--- config.mk ---
export PLATFORM = sky130hd
export DESIGN_NAME = armleocpu_multiplier_seq
export DESIGN_NICKNAME = d
export VERILOG_FILES = /design/src/rtl/armleocpu_multiplier_seq.sv
export SDC_FILE = /design/constraint.sdc
export NUM_CORES = 1
export LEC_CHECK = 0
export ABC_CLOCK_PERIOD_IN_PS = 9900
export CAP_MARGIN = 20
export CORE_MARGIN = 5
export CORE_UTILIZATION = 41
export CTS_CLUSTER_DIAMETER = 60
export DETAILED_ROUTE_END_ITERATION = 10
export PLACE_DENSITY = 0.61
export SETUP_SLACK_MARGIN = 0.5
export SLEW_MARGIN = 20
export SYNTH_ARGS = -nofsm -noshare
export SYNTH_HDL_FRONTEND = slang
export SYNTH_SLANG_ARGS = --single-unit
--- constraint.sdc ---
create_clock -name clk -period 9.9 [get_ports clk]
set_input_delay 0.99 -clock clk [delete_from_list [all_inputs] [get_ports clk]]
set_output_delay 0.99 -clock clk [all_outputs]
set_load 0.01 [all_outputs]
--- src/rtl/armleocpu_multiplier_seq.sv ---
// Iterative multiplier for all four RISC-V M multiply forms. Each CALC cycle
// retires BITS_PER_CYCLE multiplier bits; one more cycle applies the sign and loads the outputs.
module armleocpu_multiplier_seq #(
    parameter int WIDTH          = 32,
    parameter int BITS_PER_CYCLE = 4
) (
    input  logic                 clk,
    input  logic                 rst,
    input  logic                 valid,
    input  logic [1:0]           mode,
    input  logic [WIDTH-1:0]     factor0,
    input  logic [WIDTH-1:0]     factor1,
    input  logic                 kill,
    output logic                 ready,
    output logic                 done,
    output logic [WIDTH-1:0]     result,
    output logic [2*WIDTH-1:0]   result_full
);

    localparam int N  = WIDTH / BITS_PER_CYCLE;
    localparam int AW = 2 * WIDTH;
    localparam int PW = WIDTH + BITS_PER_CYCLE;
    localparam int CW = $clog2(N + 1);
    localparam int SW = $clog2(AW);

    localparam logic [1:0] MODE_MUL    = 2'b00;
    localparam logic [1:0] MODE_MULH   = 2'b01;
    localparam logic [1:0] MODE_MULHSU = 2'b10;

    typedef enum logic [1:0] {
        IDLE = 2'd0,
        CALC = 2'd1,
        DONE = 2'd2
    } state_t;

    state_t           state_reg;
    logic [1:0]       mode_reg;
    logic [WIDTH-1:0] mcand_reg;
    logic [WIDTH-1:0] mplier_reg;
    logic             neg_reg;
    logic [CW-1:0]    counter_reg;
    logic [AW-1:0]    acc_reg;
    logic             done_reg;
    logic [WIDTH-1:0] result_reg;
    logic [AW-1:0]    result_full_reg;

    logic             sign0_en;
    logic             sign1_en;
    logic             neg0;
    logic             neg1;
    logic [WIDTH-1:0] mag0;
    logic [WIDTH-1:0] mag1;
    logic             accept;

    logic [PW-1:0]    pp_terms [BITS_PER_CYCLE];
    logic [PW-1:0]    partial;
    logic [SW-1:0]    shamt;
    logic [AW-1:0]    acc_next;
    logic [AW-1:0]    acc_final;

    assign ready  = (state_reg != CALC) && !rst;
    assign accept = valid && ready && !kill;

    // Magnitudes are taken in WIDTH bits: -2^(WIDTH-1) negates to 2^(WIDTH-1), which is
    // exactly representable as an unsigned WIDTH-bit value.
    assign sign0_en = (mode == MODE_MULH) || (mode == MODE_MULHSU);
    assign sign1_en = (mode == MODE_MULH);
    assign neg0     = sign0_en && factor0[WIDTH-1];
    assign neg1     = sign1_en && factor1[WIDTH-1];
    assign mag0     = neg0 ? (~factor0 + WIDTH'(1)) : factor0;
    assign mag1     = neg1 ? (~factor1 + WIDTH'(1)) : factor1;

    genvar gi;
    generate
        for (gi = 0; gi < BITS_PER_CYCLE; gi++) begin : g_pp
            assign pp_terms[gi] = mplier_reg[gi] ? (PW'(mcand_reg) << gi) : '0;
        end
    endgenerate

    always_comb begin
        partial = '0;
        for (int i = 0; i < BITS_PER_CYCLE; i++) begin
            partial = partial + pp_terms[i];
        end
    end

    assign shamt     = SW'(counter_reg) * SW'(BITS_PER_CYCLE);
    assign acc_next  = acc_reg + (AW'(partial) << shamt);
    assign acc_final = neg_reg ? (AW'(0) - acc_reg) : acc_reg;

    always_ff @(posedge clk) begin
        if (rst) begin
            state_reg       <= IDLE;
            mode_reg        <= MODE_MUL;
            mcand_reg       <= '0;
            mplier_reg      <= '0;
            neg_reg         <= 1'b0;
            counter_reg     <= '0;
            acc_reg         <= '0;
            done_reg        <= 1'b0;
            result_reg      <= '0;
            result_full_reg <= '0;
        end else begin
            done_reg <= 1'b0;
            case (state_reg)
                IDLE, DONE: begin
                    if (accept) begin
                        mode_reg    <= mode;
                        mcand_reg   <= mag0;
                        mplier_reg  <= mag1;
                        neg_reg     <= neg0 ^ neg1;
                        counter_reg <= '0;
                        acc_reg     <= '0;
                        state_reg   <= CALC;
                    end else begin
                        state_reg <= IDLE;
                    end
                end
                CALC: begin
                    if (kill) begin
                        state_reg <= IDLE;
                    end else if (counter_reg == CW'(N)) begin
                        // All multiplier digits consumed: apply sign, publish, pulse done.
                        result_full_reg <= acc_final;
                        result_reg      <= (mode_reg == MODE_MUL) ? acc_final[WIDTH-1:0]
                                                                  : acc_final[AW-1:WIDTH];
                        done_reg        <= 1'b1;
                        state_reg       <= DONE;
                    end else begin
                        acc_reg     <= acc_next;
                        mplier_reg  <= mplier_reg >> BITS_PER_CYCLE;
                        counter_reg <= counter_reg + CW'(1);
                    end
                end
                default: state_reg <= IDLE;
            endcase
        end
    end

    assign done        = done_reg;
    assign result      = result_reg;
    assign result_full = result_full_reg;

endmodule

# After elaboration in Yosys (flattened, before gate mapping)
# Index checks and enable logic that the tools add are counted.
# word_totals
ff_bits	234
input_bits	70
out_inout_bits	98
# classes
n_addsub	8
n_eq_ne	10
n_shift	1
mux	25
bitwise	5
n_reduce_logical	16
# op_table
cell	n
64-bit two-way mux	4
32-bit two-way mux	7
64-bit one-hot mux with 2 select lines	1
32-bit by 1-bit adder with 32-bit output, second input constant	2
64-bit adder	1
32-bit inverter	2
32-bit one-hot mux with 2 select lines	1
36-bit by 6-bit << shifter with 64-bit output	1
1-bit by 64-bit subtractor with 64-bit output, first input constant	1
35-bit by 35-bit adder with 36-bit output	1
34-bit by 34-bit adder with 35-bit output	1
35-bit two-way mux	1
32-bit by 33-bit adder with 34-bit output	1
34-bit two-way mux	1
33-bit two-way mux	1
4-bit two-way mux	3
4-bit one-hot mux with 2 select lines	1
2-bit != test, second input constant	3
1-bit logical AND	5
4-bit by 1-bit adder with 4-bit output, second input constant	1
2-bit by 1-bit == test with 1-bit output, second input constant	2
2-bit == test, second input constant	2
4-bit == test, second input constant	1
2-bit zero test	2
other kinds (15)	19

# Depth between registers and ports, before layout
# depth
word_depth	9
depth_mapped	35

# Worst setup path before layout
# Ideal clock, no wire load.
# synth_timing
kind	register to register
startpoint	register mplier_reg[3]
endpoint	register acc_reg[61]
setup_ns	0.117
arrival_time_ns	7.619
required_time_ns	9.783
path_slack_ns	2.164
path_stages_with_launch	34
n_path_buf	3
period_less_slack_ns	7.736
path_cell_list	dfxtp_1 > clkbuf_1 > and2_1 > fa_1 > inv_1 > fa_1 > inv_1 > ha_1 > clkbuf_1 > and2_1 > a221o_1 > a2111oi_0 > a21oi_1 > o41ai_2 > o21ai_0 > a21boi_0 > xor2_1 > mux2i_1 > a22oi_1 > o21ai_0 > ha_1 > clkbuf_1 > a21o_1 > a21o_1 > a221o_1 > a2111oi_0 > o21ai_0 > a2111oi_0 > nor3_1 > and3_1 > a21oi_1 > o31ai_1 > xor2_1 > a22o_1
# synth_between
elab_chain_len	7
# synth_rtl
element	line_no	text
from (decl)	39	logic [WIDTH-1:0] mplier_reg;
from (signal assigned)	110	mplier_reg <= mag1;
from (signal assigned)	131	mplier_reg <= mplier_reg >> BITS_PER_CYCLE;
35-bit two-way mux	76	assign pp_terms[gi] = mplier_reg[gi] ? (PW'(mcand_reg) << gi) : '0;
35-bit by 35-bit adder with 36-bit output	83	partial = partial + pp_terms[i];
36-bit by 6-bit << shifter with 64-bit output	88	assign acc_next = acc_reg + (AW'(partial) << shamt);
64-bit adder	88	
64-bit two-way mux	122	end else if (counter_reg == CW'(N)) begin
64-bit two-way mux	120	if (kill) begin
64-bit one-hot mux with 2 select lines	105	case (state_reg)
to (signal assigned)	130	acc_reg <= acc_next;
to (decl)	42	logic [AW-1:0] acc_reg;
# Every way passes these cells. The select of a mux whose other input is x is not followed.
# A chain may end at the register's enable or synchronous reset.

# Worst setup path in the final report
# layout_timing
startpoint	register mplier_reg[3]
endpoint	register acc_reg[62]
# Same word-level chain as after synthesis.

==> qor.csv <==
metric,value,unit
Routed WL,67900,um
Total GRT Usage,24.4,%
Root Driver,clkbuf_16,
register area share after synthesis,22.9,%
largest net degree at the start of global routing,84,
H-tree levels,1,
initial drt markers,1749,
CP Class,flop to flop,
unrepaired setup endpoints after global routing,false,
"Primary FF master, synth",dfxtp_1,
hold crit path type,flop to flop,
FMAX,117,MHz
PortBufs,167,
endpoint type of the worst setup path,flop,
fraction of layout cells with a size suffix above 1,4.61,%
final setup violation count,0,
R2R Setup Slk,1350,ps
DR WL/cell,19.5,um
post-synth cell types,79,
# rows,81,
Worst Path Arrival,9030,ps
Clock Path Buffers,3,
Max-Cap Viols,0,
IO Pins,168,
global-route wire length before repair,108000,um
async set or reset register ratio after synthesis,0,%
pwr/cell area,96.4,nW/um2
Via-to-Cell Ratio,5.64,
worst r2r src,mplier_reg[3]$_SDFFE_PP0P_,
Final Skew,18.8,ps
Worst Tran Pin Value,919,ps
leading area contributor after synthesis,dfxtp_1,
Post-synth EDFFs,0,
Starting Density,41.6,%
initial antenna violation count,0,
die width,233,um
crit start category,flop,
CP max-delay cell,o41ai_2,
Post-DP HPWL,53700,um
Critical Path Source,mplier_reg[3]$_SDFFE_PP0P_,
ant diodes,0,
# fillers,4940,
Clock transition at path regs,60,ps
core area,49200,um2
Critical Path End,acc_reg[62]$_SDFFE_PP0P_,
final hold vios,0,
Synth Net Count,2992,
status,"finished, final reports clean",
Commonest cells post-synth,"nor2_1, nand2_1, dfxtp_1",
clock latency on the worst-skew pair,590,ps
Period minus WS final,8550,ps
main area contributors after synthesis,"dfxtp_1, ha_1, fa_1",
slew margin rel.,38.1,%
RePlAce Congestion,0.934,
vias,19647,
clock sink total,234,
P_leak,0.00996,uW
Yosys Warn Count,0,
critical path data required time,10370,ps
Routed Antenna Nets,0,
Post-Synthesis Cell Area,20500,um2
Syn Area/Cell,7.44,um2
vias in the first global route,19022,
Max IR drop VDD,103,uV
CP peak stage delay,650,ps
Mapped Cells,2748,
final period utilization,86.4,%
GRT overflow,0,
proportion of netlist area held by the largest area contributor,22.9,%
setup_tns,0,ps
path depth of the worst reg2reg path,32,
setup bufs post-CTS,0,
clock buffer count from CTS,30,
CTS tree,done,
drt first pass iters,9,
RR Endpoint,acc_reg[62]$_SDFFE_PP0P_,
max-slew violations,0,
DRC viols,0,
#FFs+latches synth,234,
Die Ht,233,um
P&R area growth vs syn,15.0,%
"count leader, synth",nor2_1,
Crit Path Max Fanout,20,
CP most frequent cell,a21oi_1,
Total Nets Final,3042,
DIE AREA,54500,um2
final design utilization,47.9,%
final cells by class:
| type | count | area [um2] | area share [%] |
|---|---|---|---|
| clock buffer | 39 | 825 | 3.50 |
| clock inverter | 13 | 168 | 0.713 |
| inverter | 165 | 619 | 2.63 |
| multi-input combinational | 2175 | 14500 | 61.8 |
| sequential | 234 | 4690 | 19.9 |
| tap | 664 | 831 | 3.53 |
| timing repair buffer | 192 | 1860 | 7.91 |
stage by stage:
| stage | std cells | worst slack (ps) | area (um2) | hold slack (ps) | total power (uW) |
|---|---|---|---|---|---|
| floorplan | 2748 | 2160 | 20500 | 436 | 1110 |
| global placement | 3430 | 1310 | 22500 | 443 | 1190 |
| detailed placement | 3430 | 1120 | 22500 | 445 | 1190 |
| CTS | 3482 | 1060 | 23500 | 451 | 2290 |
| global route | 3482 | 619 | 23500 | 475 | 2350 |
| finish | 3482 | 1350 | 23500 | 451 | 2270 |
placed cells by master, fill, tap and decap left out, types with 108 or more instances in the layout:
master           instances
nor2_1                 307
nand2_1                276
a21oi_1                232
dfxtp_1                230
clkdlybuf4s50_1        166
inv_1                  162
o21ai_0                161
and2_1                 113
ha_1                   112
xor2_1                 108
worst min path at each step:
stage / slack, ps / startpoint / cells past startpoint / endpoint
after CTS: 450 / result[10]$_SDFFE_PP0P_ / 2 / result[10]$_SDFFE_PP0P_
final: 450 / result[4]$_SDFFE_PP0P_ / 2 / result[4]$_SDFFE_PP0P_
after global routing: 470 / result[6]$_SDFFE_PP0P_ / 2 / result[6]$_SDFFE_PP0P_
after floorplan: 440 / mplier_reg[10]$_SDFFE_PP0P_ / 2 / mplier_reg[10]$_SDFFE_PP0P_
after global placement: 440 / result[15]$_SDFFE_PP0P_ / 2 / result[15]$_SDFFE_PP0P_
after detailed placement: 440 / result[10]$_SDFFE_PP0P_ / 2 / result[10]$_SDFFE_PP0P_
where the power goes:
group	switching [uW]	leakage, uW	internal, uW
Sequential	18.4	0.00189	956
Clock	450	0.000484	644
Combinational	121	0.00758	78.6
critical path: cells and delay by family, from the launching register on:
family / cells / cell delay (ps)
AO/OA/AOI/OAI: 16 / 4140
XOR/XNOR: 2 / 360
adder cells (fa/ha/maj): 4 / 1820
buffers and inverters: 3 / 330
flip-flops: 1 / 430
multiplexers: 1 / 170
AND/OR/NAND/NOR: 6 / 1170
routing by layer:
layer  part of all wire [%]  track usage, %  routed length [um]
met5                      0               0                   0
met1                     44            32.0               29900
met4                    4.5            9.27                3030
met3                    4.3            2.37                2940
met2                     47            41.5               32000
timing repair:
| item | 4_1_cts | 5_1_grt |
|---|---|---|
| hold buffers | 0 | 0 |
| gates resized for setup | 0 | 5 |
| endpoints found under the setup margin | 0 | 11 |
kinds of logic after synthesis:
group	after synthesis	share of synthesized area, %
adder cells (fa/ha/maj)	174	12.9
buffers and inverters	339	6.24
AO/OA/AOI/OAI	781	24.7
XOR/XNOR	204	8.74
AND/OR/NAND/NOR	989	23.1
multiplexers	27	1.44
flip-flops	234	22.9
No activity file was read; power rests on OpenSTA's default activity.
==> patch (same settings) <==
One comparison of `counter_reg` changes from == to >=.
--- a/src/rtl/armleocpu_multiplier_seq.sv
+++ b/src/rtl/armleocpu_multiplier_seq.sv
@@ -121,3 +121,3 @@
                         state_reg <= IDLE;
-                    end else if (counter_reg == CW'(N)) begin
+                    end else if (counter_reg >= CW'(N)) begin
                         // All multiplier digits consumed: apply sign, publish, pulse done.
Formal check against the unedited RTL: same outputs for any inputs over 4 cycles, from zero or initial values and one cycle with rst high; that may be too few to reach the edited logic, so the function may still have changed.
==> patch against the unedited design <==
Power is 4.7% higher. Synthesized cell count is 2.5% higher. Combinational power is 35% higher. Cell area is 1.9% higher. Critical path type unchanged. Area after synthesis is 2.6% higher. Clock skew is 24 ps higher. Utilization is 0.83 points lower. Sequential cell count stayed put. Worst setup slack better by 65 ps. Worst hold slack hardly changed. Routed wire length is 3.3% higher.
==> patch: results (changes against the unedited design) <==
Placed design
  • Placed Cells: 3,509 (was 3,430)
  • Placed Area: 23,000 sq um (was 22,500 sq um)
  • RePlAce Congestion: 0.955 (was 0.934)
  • DPL Wire Length: 54,300 um (was 53,700 um)
  • Pre-CTS setup slack: 1560 ps (was 1120 ps)

Global routing
  • Number of global-route vias before repair: 20,118 (was 19,022)
  • Largest net degree at the start of global routing: 101 (was 84)
  • First-pass GRT wire length: 111,000 um (was 108,000 um)
  • M3 GR Usage: 3.27% (was 2.37%)
  • Total GRT Usage: 24.0% (was 24.4%)
  • Met2 global-route usage: 40.2% (was 41.5%)
  • Met1 Track Usage GR: 32.0% (about the same)

Clocking
  • Clk_lat worst skew: 620 ps (was 590 ps)
  • Num CTS Buffers: 31 (was 30)

Logic synthesis
  • Yosys warnings: 0 (unchanged)
  • Synth async-reset ratio: 0% (unchanged)
  • Area contributors post-synth: dfxtp_1 (22%), ha_1 (6.7%), fa_1 (5.9%) (was dfxtp_1 (23%), ha_1 (6.9%), fa_1 (6.1%))
  • Seq/Total Area, Yosys: 22.3% (was 22.9%)
  • Synth cell types: 90 (was 79)
  • Net Count, Synth: 3,060 (was 2,992)
  • Top post-synthesis cells by count: nor2_1 (310), nand2_1 (301), dfxtp_1 (234) (was nor2_1 (309), nand2_1 (276), dfxtp_1 (234))
  • Post-Synthesis Cells: 2,816 (was 2,748)

Routing
  • Via count: 20,573 (was 19,647)
  • DRT Pass-1 Iters: 6 (was 9)
  • WL per Instance: 19.7 um (was 19.5 um)
  • First DRT Iteration DRCs: 1,413 (was 1,749)
  • Drt via density: 5.77 (was 5.64)

STA
  • Rel. slew slack: 26.6% (was 38.1%)
  • Minimum clock period: 8490 ps (was 8550 ps)
  • Clk_skew: 43.2 ps (was 18.8 ps)

Run status
  • Status: finished clean (unchanged)

Finish
  • Layout cells sized above 1: 4.75% (was 4.61%)

Pwr
  • VDD IR-drop max: 0.000122 V (was 0.000103 V)
  • Leak Pwr: 9.77 nW (was 9.96 nW)

Worst setup path
  • R2r setup slk: 1410 ps (was 1350 ps)
  • Crit-path slowest cell: dfxtp_1 (was o41ai_2)
  • Arrival time at the worst endpoint: 8990 ps (was 9030 ps)
  • Worst Path Max Fanout: 33 (was 20)
  • Max stage delay on crit path: 940 ps (was 650 ps)

Floorplanning
  • Die area: 55,800 sq um (was 54,500 sq um)

Hold path
  • Hold/Removal Path Class: register to register (unchanged)
==> patch: final timing paths <==
check	from	end	cells after the start
max	mplier_reg[2]	acc_reg[63]	28
min	result[26]	result[26]	2
max reg2reg	mplier_reg[2]	acc_reg[63]	28
min reg2reg	result[26]	result[26]	2
==> patch: layout make-up <==
type	count	area [sq um]
fillers	5146	27000
clock buffers	41	873
flip-flops and latches	234	4690
multi-input cells	2252	15000
inverters	153	574
repair buffers	190	1850
clock inverters	13	139
well taps	680	851
==> patch: report_power, final <==
| group | switching (mW) | internal [mW] | leakage [nW] | total (mW) |
|---|---|---|---|---|
| logic | 0.170 | 0.101 | 7.37 | 0.271 |
| clock network | 0.469 | 0.651 | 0.500 | 1.12 |
| registers | 0.0225 | 0.959 | 1.89 | 0.981 |
| total | 0.662 | 1.71 | 9.77 | 2.37 |
==> patch: cells by family after synthesis <==
logic type      after synthesis  synth area share, %
simple gates               1040                 23.8
compound gates              794                 24.3
buf+inv                     330                 6.35
flops                       234                 22.3
xor+xnor                    199                 8.30
fa+ha+maj                   174                 12.6
mux                          45                 2.35
==> patch: worst max-delay path, delay by kind of cell (launching register included) <==
kind            cells  cell delay, ps
xor+xnor            1             360
mux                 3             890
simple gates        6            1550
buf+inv             3             230
compound gates     10            2690
flops               1             940
fa+ha+maj           5            1730
==> patch: layer usage <==
layer	share of wire (%)	routed length, um
met1	44	31200
met2	46	32400
met3	5.3	3710
met4	4.0	2780
met5	0	0
==> patch: through the flow <==
step	util, %	hold slack (ps)
finish	47.0	451
global route	47.0	460
CTS	47.0	453
detailed placement	45.0	446
global placement	45.0	440
floorplan	-	444
